`config.mk`:
```
export PLATFORM = sky130hd
export DESIGN_NAME = mul_div_unit_flat
export DESIGN_NICKNAME = d
export VERILOG_FILES = /design/src/rtl/mul_div_unit_if.sv /design/src/rtl/mul_div_unit.sv /design/src/flat_wrapper.sv
export SDC_FILE = /design/constraint.sdc
export NUM_CORES = 1
export LEC_CHECK = 0
export BUFFER_PORTS_ARGS = -buffer_cell sky130_fd_sc_hd__buf_2
export CAP_MARGIN = 10
export CORE_UTILIZATION = 40
export DETAILED_ROUTE_END_ITERATION = 10
export GPL_TIMING_DRIVEN = 0
export PLACE_DENSITY = 0.61
export SYNTH_ARGS = -nofsm -noshare
export SYNTH_HDL_FRONTEND = slang
export SYNTH_SLANG_ARGS = --single-unit
```
`constraint.sdc`:
```
create_clock -name clk -period 8.2 [get_ports clk]
set_clock_uncertainty 0.2 [all_clocks]
set_input_delay 0.82 -clock clk [delete_from_list [all_inputs] [get_ports clk]]
set_output_delay 0.82 -clock clk [all_outputs]
set_load 0.01 [all_outputs]
```
`src/rtl/mul_div_unit_if.sv`:
```
// Operand/result bundle between the core and the iterative multiply/divide engine.
interface mul_div_unit_if #(
    parameter int WIDTH = 32
);
    logic             start;
    logic [1:0]       op;
    logic [WIDTH-1:0] a;
    logic [WIDTH-1:0] b;
    logic             busy;
    logic             done;
    logic             div_zero;
    logic [WIDTH-1:0] mul_h;
    logic [WIDTH-1:0] mul_l;

    // Core side: issues the operation and watches for completion.
    modport master (
        output start, op, a, b,
        input  busy, done, div_zero, mul_h, mul_l
    );

    // Engine side.
    modport slave (
        input  start, op, a, b,
        output busy, done, div_zero, mul_h, mul_l
    );
endinterface

```
`src/rtl/mul_div_unit.sv`:
```
// Iterative MULT/MULTU/DIV/DIVU engine: one bit per cycle over 32 RUN cycles,
// then a FIX cycle applies sign correction and writes the HI/LO pair.
module mul_div_unit #(
    parameter int WIDTH = 32
) (
    input  logic           clk,
    input  logic           rst,
    mul_div_unit_if.slave  bus
);
    localparam int CW = $clog2(WIDTH);

    typedef enum logic [1:0] {IDLE, RUN, FIX} state_t;

    state_t             state_reg, state_next;
    logic [CW-1:0]      cnt_reg;
    logic [1:0]         op_reg;
    logic [WIDTH-1:0]   a_reg, b_reg;
    logic               sa_reg, sb_reg;
    logic [2*WIDTH-1:0] acc_reg;
    logic [WIDTH-1:0]   hi_reg, lo_reg;
    logic               done_reg, dz_reg;

    // Operand conditioning at accept: magnitudes for signed ops, raw for unsigned.
    logic               in_signed, in_sa, in_sb;
    logic [WIDTH-1:0]   in_a, in_b;

    // Per-cycle iteration results.
    logic [WIDTH:0]     mul_sum;
    logic [2*WIDTH-1:0] mul_step;
    logic [WIDTH:0]     rem_shift;
    logic               q_bit;
    logic [WIDTH-1:0]   rem_new;
    logic [2*WIDTH-1:0] div_step;

    // Completion values.
    logic               is_div, is_signed, neg_res, div0;
    logic [2*WIDTH-1:0] prod_fix;
    logic [WIDTH-1:0]   quo_fix, rem_fix, hi_fix, lo_fix;

    // Operand magnitude/sign extraction from the live inputs.
    always_comb begin
        in_signed = ~bus.op[0];
        in_sa     = in_signed & bus.a[WIDTH-1];
        in_sb     = in_signed & bus.b[WIDTH-1];
        in_a      = in_sa ? -bus.a : bus.a;
        in_b      = in_sb ? -bus.b : bus.b;
    end

    // One shift-add multiply step (LSB first) and one restoring divide step (MSB first).
    always_comb begin
        mul_sum   = {1'b0, acc_reg[2*WIDTH-1:WIDTH]}
                  + (b_reg[cnt_reg] ? {1'b0, a_reg} : '0);
        mul_step  = {mul_sum, acc_reg[WIDTH-1:1]};
        rem_shift = {acc_reg[2*WIDTH-1:WIDTH], a_reg[CW'(WIDTH-1) - cnt_reg]};
        q_bit     = (rem_shift >= {1'b0, b_reg});
        rem_new   = WIDTH'(q_bit ? (rem_shift - {1'b0, b_reg}) : rem_shift);
        div_step  = {rem_new, acc_reg[WIDTH-2:0], q_bit};
    end

    // Sign correction and divide-by-zero override applied in FIX.
    always_comb begin
        is_div    = op_reg[1];
        is_signed = ~op_reg[0];
        neg_res   = is_signed & (sa_reg ^ sb_reg);
        div0      = is_div & (b_reg == '0);
        prod_fix  = neg_res ? -acc_reg : acc_reg;
        quo_fix   = neg_res ? -acc_reg[WIDTH-1:0] : acc_reg[WIDTH-1:0];
        rem_fix   = sa_reg ? -acc_reg[2*WIDTH-1:WIDTH] : acc_reg[2*WIDTH-1:WIDTH];
        if (div0) begin
            // Magnitude of a negated back restores the original operand.
            hi_fix = sa_reg ? -a_reg : a_reg;
            lo_fix = '1;
        end else if (is_div) begin
            hi_fix = rem_fix;
            lo_fix = quo_fix;
        end else begin
            hi_fix = prod_fix[2*WIDTH-1:WIDTH];
            lo_fix = prod_fix[WIDTH-1:0];
        end
    end

    // State register.
    always_ff @(posedge clk or negedge rst) begin
        if (!rst) state_reg <= IDLE;
        else      state_reg <= state_next;
    end

    // Next-state logic: IDLE -> RUN on start, 32 RUN cycles, one FIX cycle.
    always_comb begin
        state_next = state_reg;
        case (state_reg)
            IDLE:    if (bus.start) state_next = RUN;
            RUN:     if (cnt_reg == CW'(WIDTH-1)) state_next = FIX;
            FIX:     state_next = IDLE;
            default: state_next = IDLE;
        endcase
    end

    // Datapath: operand capture, iteration, and result write.
    always_ff @(posedge clk or negedge rst) begin
        if (!rst) begin
            cnt_reg  <= '0;
            op_reg   <= '0;
            a_reg    <= '0;
            b_reg    <= '0;
            sa_reg   <= 1'b0;
            sb_reg   <= 1'b0;
            acc_reg  <= '0;
            hi_reg   <= '0;
            lo_reg   <= '0;
            done_reg <= 1'b0;
            dz_reg   <= 1'b0;
        end else begin
            done_reg <= 1'b0;
            case (state_reg)
                IDLE: if (bus.start) begin
                    op_reg  <= bus.op;
                    a_reg   <= in_a;
                    b_reg   <= in_b;
                    sa_reg  <= in_sa;
                    sb_reg  <= in_sb;
                    acc_reg <= '0;
                    cnt_reg <= '0;
                end
                RUN: begin
                    acc_reg <= is_div ? div_step : mul_step;
                    cnt_reg <= cnt_reg + 1'b1;
                end
                FIX: begin
                    hi_reg   <= hi_fix;
                    lo_reg   <= lo_fix;
                    dz_reg   <= div0;
                    done_reg <= 1'b1;
                end
                default: ;
            endcase
        end
    end

    assign bus.busy     = (state_reg != IDLE);
    assign bus.done     = done_reg;
    assign bus.div_zero = dz_reg;
    assign bus.mul_h    = hi_reg;
    assign bus.mul_l    = lo_reg;
endmodule

```
`src/flat_wrapper.sv`:
```
// flat-port wrapper written by rule: the top's interface ports become plain ports
module mul_div_unit_flat 
#(
    parameter int WIDTH = 32
)
  (clk, rst, bus_start, bus_op, bus_a, bus_b, bus_busy, bus_done, bus_div_zero, bus_mul_h, bus_mul_l);
  mul_div_unit_if #(.WIDTH(WIDTH)) bus_i ();
  input  logic clk;
  input  logic rst;
  input wire logic [$bits(bus_i.start)-1:0] bus_start;
  input wire logic [$bits(bus_i.op)-1:0] bus_op;
  input wire logic [$bits(bus_i.a)-1:0] bus_a;
  input wire logic [$bits(bus_i.b)-1:0] bus_b;
  output wire logic [$bits(bus_i.busy)-1:0] bus_busy;
  output wire logic [$bits(bus_i.done)-1:0] bus_done;
  output wire logic [$bits(bus_i.div_zero)-1:0] bus_div_zero;
  output wire logic [$bits(bus_i.mul_h)-1:0] bus_mul_h;
  output wire logic [$bits(bus_i.mul_l)-1:0] bus_mul_l;
  assign bus_i.start = bus_start;
  assign bus_i.op = bus_op;
  assign bus_i.a = bus_a;
  assign bus_i.b = bus_b;
  assign bus_busy = bus_i.busy;
  assign bus_done = bus_i.done;
  assign bus_div_zero = bus_i.div_zero;
  assign bus_mul_h = bus_i.mul_h;
  assign bus_mul_l = bus_i.mul_l;
  mul_div_unit #(.WIDTH(WIDTH)) u_core (.clk(clk), .rst(rst), .bus(bus_i));
endmodule
```
==> results.cfg, run 1 <==
[clock_network]
path_clk_slew_ps = 60
postCtsResizedCells = 0
cts_hold_buf = 0
cts_tree = built
postCtsSetupBuffers = 0
clock_sinks = 205
root_buffer = clkbuf_16
clock_path_buffers = 3
cts_buffers = 24
h-tree-depth = 1
worstSkewPairLatency_ps = 540

[grt]
antenna_found_initial = 3
grt_pass1_wl_um = 91600
grt_max_degree = 115
grt.overflow.total = 0
grt_use_total_pct = 28.6
grt_pass1_vias = 15800

[synth]
synth-edff-count = 0
yosys.area.top_type_share_pct = 31.3
yosysWarnings = 0
synth-xor-area-share_pct = 10.8
synthFlopType = dfrtp_1
syn_inst = 2057
async_reset_ff_share_pct = 100
ys_ff_latch = 205
yosys.area_share.simple_pct = 19.8
synth_top_cell_by_area = dfrtp_1
ys_seq_area_share_pct = 31.3
netlist_area_sq_um = 16400
ys_types = 71
synth_compound_area_share_pct = 23.0
syn_nets = 2200
avgSynthCellArea_sq_um = 7.97
synth_fa_ha_area_share_pct = 5.74
synthMuxAreaShare_pct = 4.72
synth_area_leaders = dfrtp_1, o21ai_0, xnor2_1
synth_top_family_by_area = compound AO/OA/AOI/OAI gates

[layout]
layout_common_cells = o21ai_0, nand2_1, dfrtp_1
finalNetCount = 2363
drive_gt1_share_pct = 9.40
syn2layout_area_growth_pct = 13.6
largest_reg_flops = 64
layout_commonest_cell = o21ai_0

[job]
cap_violations = 0

[timing]
rsz0062_at_grt = false
worst_pin_slew_ps = 1080
tns_ps = 0
relSlewSlack_pct = 28.1
setup_slack_ps = 1890
finalHoldViolCount = 0
fmax_mhz = 159
fin_crit_ps = 6310
final_max_slew_viol_count = 0
setup_violations = 0
final.period_utilization_pct = 76.9

[critical_path]
cp.depth = 20
critPathLaunchType = flop
r2r_start = u_core.cnt_reg[0]
cp.required_ps = 8440
criticalPathCategory = reg2reg
cp_top_family = compound AO/OA/AOI/OAI gates
reg2regPathDepth = 20
cp.arrival_ps = 6540
regToRegSetupSlack_ps = 1890
crit_path_max_incr_delay_ps = 640
crit_path_top_delay_cell = buf_1
path_cells = clkbuf_1, buf_1, mux4_2, o22ai_1, a211oi_1, a21oi_1, clkbuf_1, nor2_1, ha_1, inv_1, fa_1, nand2b_1, a211o_1, a21oi_1, a2bb2oi_1, a31oi_1, o21ai_0, o221ai_1, xnor2_1, a21o_1
end_kind = flop
cp_max_fo = 10
reg2reg_to = u_core.acc_reg[61]
critPathBufInv = 4

[die]
rows = 73
core_sq_um = 40100
start_util_pct = 40.9
dieHeight_um = 204
die_x_um = 204
die_area_sq_um = 41800
boundaryPins = 136

[placed_design]
dp_hpwl_um = 47300
io_buffer_count = 135
dpl_worst_slack_ps = 2070
gp_congestion = 0.960

[hold_path]
hold_path.class = in2async

[detailed_routing]
ant_nets = 0
drtIter0Drc = 1361
routed_wl_um = 59700
via_count = 16300
first_pass_iters = 5
avgViaCountPerCell = 5.91
wl_per_cell_um = 21.6
drc = 0

[power]
ir_worst_vdd_mv = 0.206
leakage_nw = 8.00
power_density_nw_per_um2 = 505

[run_status]
status = finished, final reports clean
==> power breakdown <==
part | internal [mW] | switching (mW) | total [mW] | leakage (nW)
Clock | 0.710 | 0.444 | 1.15 | 0.407
Sequential | 1.36 | 0.659 | 2.02 | 2.58
Combinational | 2.32 | 3.90 | 6.22 | 5.02
==> worst reg2reg max path, stage by stage (launching register included) <==
cell	delay [ps]
dfrtp_1	350
clkbuf_1	520
buf_1	640
mux4_2	370
o22ai_1	70
a211oi_1	210
a21oi_1	160
clkbuf_1	280
nor2_1	390
ha_1	280
inv_1	70
fa_1	380
nand2b_1	190
a211o_1	290
a21oi_1	230
a2bb2oi_1	380
a31oi_1	200
o21ai_0	400
o221ai_1	220
xnor2_1	190
a21o_1	190
==> stage by stage <==
stage	hold slack [ps]	cells	power [mW]	utilization (%)	instance area, sq um
after floorplan	260	2057	6.12	-	16400
after CTS	104	2760	9.27	46.4	18600
after global routing	132	2760	10.1	46.4	18600
after detailed placement	252	2719	8.08	44.3	17800
final	62.2	2761	9.39	46.4	18600
after global placement	248	2717	8.03	44.2	17700
==> logic make-up (layout without fill, tap and decap cells) <==
logic type / Yosys count / after routing
muxes: 67 / 67
other: 0 / 1
buffers and inverters: 199 / 377
AOI/OAI and AO/OA: 622 / 622
and+or+nand+nor: 688 / 688
xor gates and xnor gates: 202 / 202
adders and majority gates: 74 / 74
DFF: 205 / 205
==> per-layer routing <==
metal / up-vias / track usage [%] / wire, um
li1: 7701 / - / -
met3: 122 / 5.76 / 4350
met4: 4 / 9.22 / 1990
met1: 7877 / 38.0 / 26100
met5: - / 0 / 27
met2: 612 / 46.2 / 27200
==> cell type report <==
cell class / instances / area (sq um)
clock inverter: 4 / 97.6
timing repair buffer: 137 / 721
inverter: 69 / 259
clock buffer: 37 / 741
tap: 525 / 657
buffer: 130 / 495
antenna: 1 / 2.50
sequential: 205 / 5130
fill: 3983 / 21500
multi-input combinational: 1653 / 10500
==> cell usage after synthesis (all sizes together), types with 12 or more instances <==
cell type,number
dfrtp,205
nand2,228
a22oi,23
a31oi,32
mux2i,56
nand4,17
xor2,83
o21ai,241
buf,18
xnor2,119
nor3,43
ha,72
inv,68
nor4,31
clkbuf,112
nor2,166
nand3,68
o41ai,18
nor2b,38
or3,28
a21oi,154
o221ai,12
nand2b,19
o31ai,24
a21o,29
a221o,15
==> how the worst max path moves through the flow <==
stage | start | to | slack [ps]
after global routing | u_core.cnt_reg[1] | u_core.acc_reg[61] | 1450
after global placement | u_core.cnt_reg[1] | u_core.acc_reg[61] | 2120
after floorplan | u_core.cnt_reg[0] | u_core.acc_reg[57] | 3400
after detailed placement | u_core.cnt_reg[1] | u_core.acc_reg[57] | 2070
after CTS | u_core.cnt_reg[1] | u_core.acc_reg[57] | 2060
final | u_core.cnt_reg[0] | u_core.acc_reg[61] | 1890
Power figures use the tool's default switching activity.
==> run 2: changes to the inputs <==
==> constraint.sdc (replaced) <==
create_clock -name clk -period 6.6 [get_ports clk]
set_clock_uncertainty 0.2 [all_clocks]
set_input_delay 0.66 -clock clk [delete_from_list [all_inputs] [get_ports clk]]
set_output_delay 0.66 -clock clk [all_outputs]
set_load 0.01 [all_outputs]
==> results.cfg, run 2 (synthesized netlist as in run 1, its figures left out) <==
[layout]
finalNetCount = 2364
fin_cells = 2762
seq_area_sq_um = 5130
final_area_sq_um = 18600
drive_gt1_share_pct = 9.48
layout_common_cells = o21ai_0, nand2_1, dfrtp_1
multiInputGateArea_sq_um = 10500
nFillCells = 3983
postLayoutCoreUtil_pct = 46.5
largest_reg_flops = 64
syn2layout_area_growth_pct = 13.6
layout_commonest_cell = o21ai_0

[power]
combPwrFrac_pct = 66.2
leakage_nw = 8.01
power.switching_mw = 6.22
ir_worst_vdd_mv = 0.256
p_sw_share_pct = 53.3
pwr-share-clk_pct = 12.3
power_density_nw_per_um2 = 627
internal_power_mw = 5.45
p_total_mw = 11.7
p_seq_share_pct = 21.6

[timing]
whs_ps = 171
final_max_slew_viol_count = 0
finalHoldViolCount = 0
relSlewSlack_pct = 32.9
worst_pin_slew_ps = 1010
fmax_mhz = 163
setup_slack_ps = 468
fin_crit_ps = 6130
setup_violations = 0
tns_ps = 0
rsz0062_at_grt = false
final.period_utilization_pct = 92.9

[critical_path]
cp_max_fo = 10
reg2reg_to = u_core.acc_reg[57]
reg2regPathDepth = 20
r2r_start = u_core.cnt_reg[0]
critPathLaunch = u_core.cnt_reg[0]
cp.required_ps = 6830
end_kind = flop
critPathLaunchType = flop
cp.arrival_ps = 6360
criticalPathCategory = reg2reg
setup.worst_path.end = u_core.acc_reg[57]
regToRegSetupSlack_ps = 470

[detailed_routing]
drtIter0Drc = 1302
avgViaCountPerCell = 5.91
drc = 0
via_count = 16300
first_pass_iters = 5
ant_nets = 0
wl_per_cell_um = 21.6
routed_wl_um = 59800

[clock_network]
worstSkewPairLatency_ps = 540
root_buffer = clkbuf_16
path_clk_slew_ps = 60
clock_path_buffers = 3
h-tree-depth = 1
cts_buffers = 24
cts_tree = built
clock_sinks = 205

[placed_design]
gp_congestion = 0.960
dp_hpwl_um = 47300
dpl_worst_slack_ps = 472
io_buffer_count = 135
dpl.cell_count = 2719
place_area_sq_um = 17800

[run_status]
status = finished, final reports clean

[die]
die_x_um = 204
core_sq_um = 40100
rows = 73
start_util_pct = 40.9
die_area_sq_um = 41800
dieHeight_um = 204
boundaryPins = 136

[grt]
grt_pass1_vias = 15800
grt_max_degree = 115
antenna_found_initial = 3
grt_use_total_pct = 28.6
grt_pass1_wl_um = 91600
grt.overflow.total = 0

[job]
cap_violations = 0

[hold_path]
min_from = bus_op[1]
hold_path.class = in2reg
## run 2: cell count changes in the layout (fill, tap and decap cells not counted), sizes merged
| cell | delta |
|---|---|
| dlygate4sd3 | +1 |
| clkbuf | +2 |
| buf | -2 |
## run 2: timing repair
item                                    in CTS  in global routing
endpoints found under the setup margin       0                  2
setup buffers                                0                  0
endpoints found under the hold margin       76                  0
gates resized for setup                      0                  2
hold buffers                                 1                  0
## run 2: worst max-delay path, stage by stage (launching register included)
cell	delay, ps
dfrtp_1	360
clkbuf_1	520
clkbuf_1	550
mux4_2	340
o22ai_1	70
a21oi_1	130
a21oi_1	190
clkbuf_1	280
nor2_1	390
ha_1	280
inv_1	70
fa_1	380
nand2b_1	190
a211o_1	290
a21oi_1	230
a2bb2oi_1	370
a31oi_1	200
o21ai_0	370
nor2_1	100
xnor2_1	140
a221o_1	330
## run 2: layer usage
layer	vias to the layer above	routed length, um	GRT usage [%]
li1	7705	-	-
met1	7876	26100	38.0
met2	611	27300	46.2
met3	119	4430	5.76
met4	4	1930	9.22
met5	-	27	0
## run 2: cell type report
cell class              instances  share of cell area (%)
clock inverters                 4                   0.524
flip-flops and latches        205                    27.5
diodes                          1                  0.0134
multi-input cells            1653                    56.4
plain buffers                 130                    2.67
inverters                      69                    1.39
well taps                     525                    3.53
clock buffers                  37                    3.98
repair buffers                138                    3.92
## run 2: power groups by stage
stage	clock (mW)	combinational, mW	sequential, mW
after CTS	1.45	7.59	2.48
after global routing	1.49	8.46	2.54
final	1.43	7.72	2.52
after detailed placement	0	7.54	2.50
after global placement	0	7.49	2.49
after floorplan	0	5.46	2.14
## run 2: worst min-delay path by stage
stage                          end  slack (ps)  cells after the start
6_report          u_core.op_reg[1]         170                      3
5_1_grt           u_core.op_reg[1]         180                      3
4_1_cts           u_core.op_reg[1]         150                      3
3_5_place_dp   u_core.bus.mul_h[2]         250                      2
3_3_place_gp   u_core.bus.mul_h[2]         250                      2
2_1_floorplan      u_core.a_reg[0]         160                      0
==> run 3: changes to the inputs <==
==> constraint.sdc (replaced) <==
create_clock -name clk -period 6.7 [get_ports clk]
set_clock_uncertainty 0.2 [all_clocks]
set_input_delay 0.67 -clock clk [delete_from_list [all_inputs] [get_ports clk]]
set_output_delay 0.67 -clock clk [all_outputs]
set_load 0.01 [all_outputs]
==> results.cfg, run 3 (synthesized netlist as in run 1, its figures left out) <==
[placed_design]
dpl.cell_count = 2719
place_area_sq_um = 17800
dpl_worst_slack_ps = 572
gp_congestion = 0.960
dp_hpwl_um = 47300
io_buffer_count = 135

[layout]
postLayoutCoreUtil_pct = 46.5
layout_commonest_cell = o21ai_0
final_area_sq_um = 18600
drive_gt1_share_pct = 9.44
largest_reg_flops = 64
multiInputGateArea_sq_um = 10500
layout_common_cells = o21ai_0, nand2_1, dfrtp_1
finalNetCount = 2364
syn2layout_area_growth_pct = 13.6
seq_area_sq_um = 5130
fin_cells = 2762
nFillCells = 3981

[clock_network]
postCtsSetupBuffers = 0
cts_buffers = 24
h-tree-depth = 1
clock_sinks = 205
cts_tree = built
root_buffer = clkbuf_16
worstSkewPairLatency_ps = 540
clock_path_buffers = 3
path_clk_slew_ps = 60

[detailed_routing]
via_count = 16300
drtIter0Drc = 1363
wl_per_cell_um = 21.7
first_pass_iters = 6
ant_nets = 0
routed_wl_um = 59800
avgViaCountPerCell = 5.92
drc = 0

[power]
p_sw_share_pct = 53.3
p_total_mw = 11.5
power.switching_mw = 6.13
power_density_nw_per_um2 = 617
internal_power_mw = 5.37
ir_worst_vdd_mv = 0.253
leakage_nw = 8.01
combPwrFrac_pct = 66.2
p_seq_share_pct = 21.5
pwr-share-clk_pct = 12.3

[grt]
grt_pass1_wl_um = 91600
grt_use_total_pct = 28.6
grt.overflow.total = 0
grt_max_degree = 115
antenna_found_initial = 3
grt_pass1_vias = 15800

[timing]
final_max_slew_viol_count = 0
fmax_mhz = 159
finalHoldViolCount = 0
worst_pin_slew_ps = 1030
relSlewSlack_pct = 31.2
tns_ps = 0
rsz0062_at_grt = false
fin_crit_ps = 6290
whs_ps = 190
final.period_utilization_pct = 93.9
setup_slack_ps = 405
setup_violations = 0

[die]
die_area_sq_um = 41800
boundaryPins = 136
die_x_um = 204
core_sq_um = 40100
rows = 73
dieHeight_um = 204
start_util_pct = 40.9

[critical_path]
end_kind = flop
cp.arrival_ps = 6530
critPathLaunchType = flop
cp_max_fo = 10
cp.required_ps = 6940
criticalPathCategory = reg2reg

[job]
cap_violations = 0

[hold_path]
hold_path.class = in2reg

[run_status]
status = finished, final reports clean
run 3: cell count changes in the layout (fill, tap and decap cells not counted):
cell      before  now
buf_1         10   11
clkbuf_2       2    1
run 3: cell type report:
class,count,share of cell area (%)
multi-input combinational,1653,56.4
sequential,205,27.5
clock buffer,37,3.98
timing repair buffer,138,3.92
tap,525,3.53
buffer,130,2.67
inverter,69,1.39
clock inverter,4,0.524
antenna,1,0.0134
run 3: power groups by stage:
stage	clock network, mW	logic [mW]	registers, mW
final	1.41	7.61	2.48
after global routing	1.47	8.33	2.51
after CTS	1.43	7.48	2.44
after detailed placement	0	7.43	2.46
after global placement	0	7.38	2.45
after floorplan	0	5.38	2.10
run 3: what timing repair did:
action / in CTS / in global routing
hold buffers: 1 / 0
endpoints found under the hold margin: 51 / 0
gates resized for setup: 0 / 1
setup endpoints to repair: 0 / 2
run 3: final timing paths:
check | depth (start not counted) | to | startpoint | slack, ps
worst max-delay path | 20 | u_core.acc_reg[61] | u_core.cnt_reg[0] | 410
worst min-delay path | 3 | u_core.op_reg[1] | bus_op[1] | 190
worst max register to register | 20 | u_core.acc_reg[61] | u_core.cnt_reg[0] | 410
worst min register to register | 2 | u_core.bus.mul_h[2] | u_core.bus.mul_h[2] | 260
max in group asynchronous | 3 | u_core.b_reg[16] | rst | 4730
min in group asynchronous | 2 | u_core.acc_reg[21] | rst | 510
run 3: per-layer routing:
layer	routed length [um]	up-vias	GRT usage, %
li1	-	7704	-
met1	26200	7857	38.0
met2	27300	647	46.2
met3	4360	127	5.76
met4	2010	4	9.22
met5	27	-	0
run 3: critical path, cell delays in order (launching register included):
cell and delay, ps:
dfrtp_1 350, clkbuf_1 510, buf_1 630, mux4_2 370, o22ai_1 70, a211oi_1 210, a21oi_1 160, clkbuf_1 280
nor2_1 380, ha_1 280, inv_1 70, fa_1 380, nand2b_1 190, a211o_1 290, a21oi_1 230, a2bb2oi_1 370
a31oi_1 200, o21ai_0 400, o221ai_1 230, xnor2_1 180, a21o_1 180
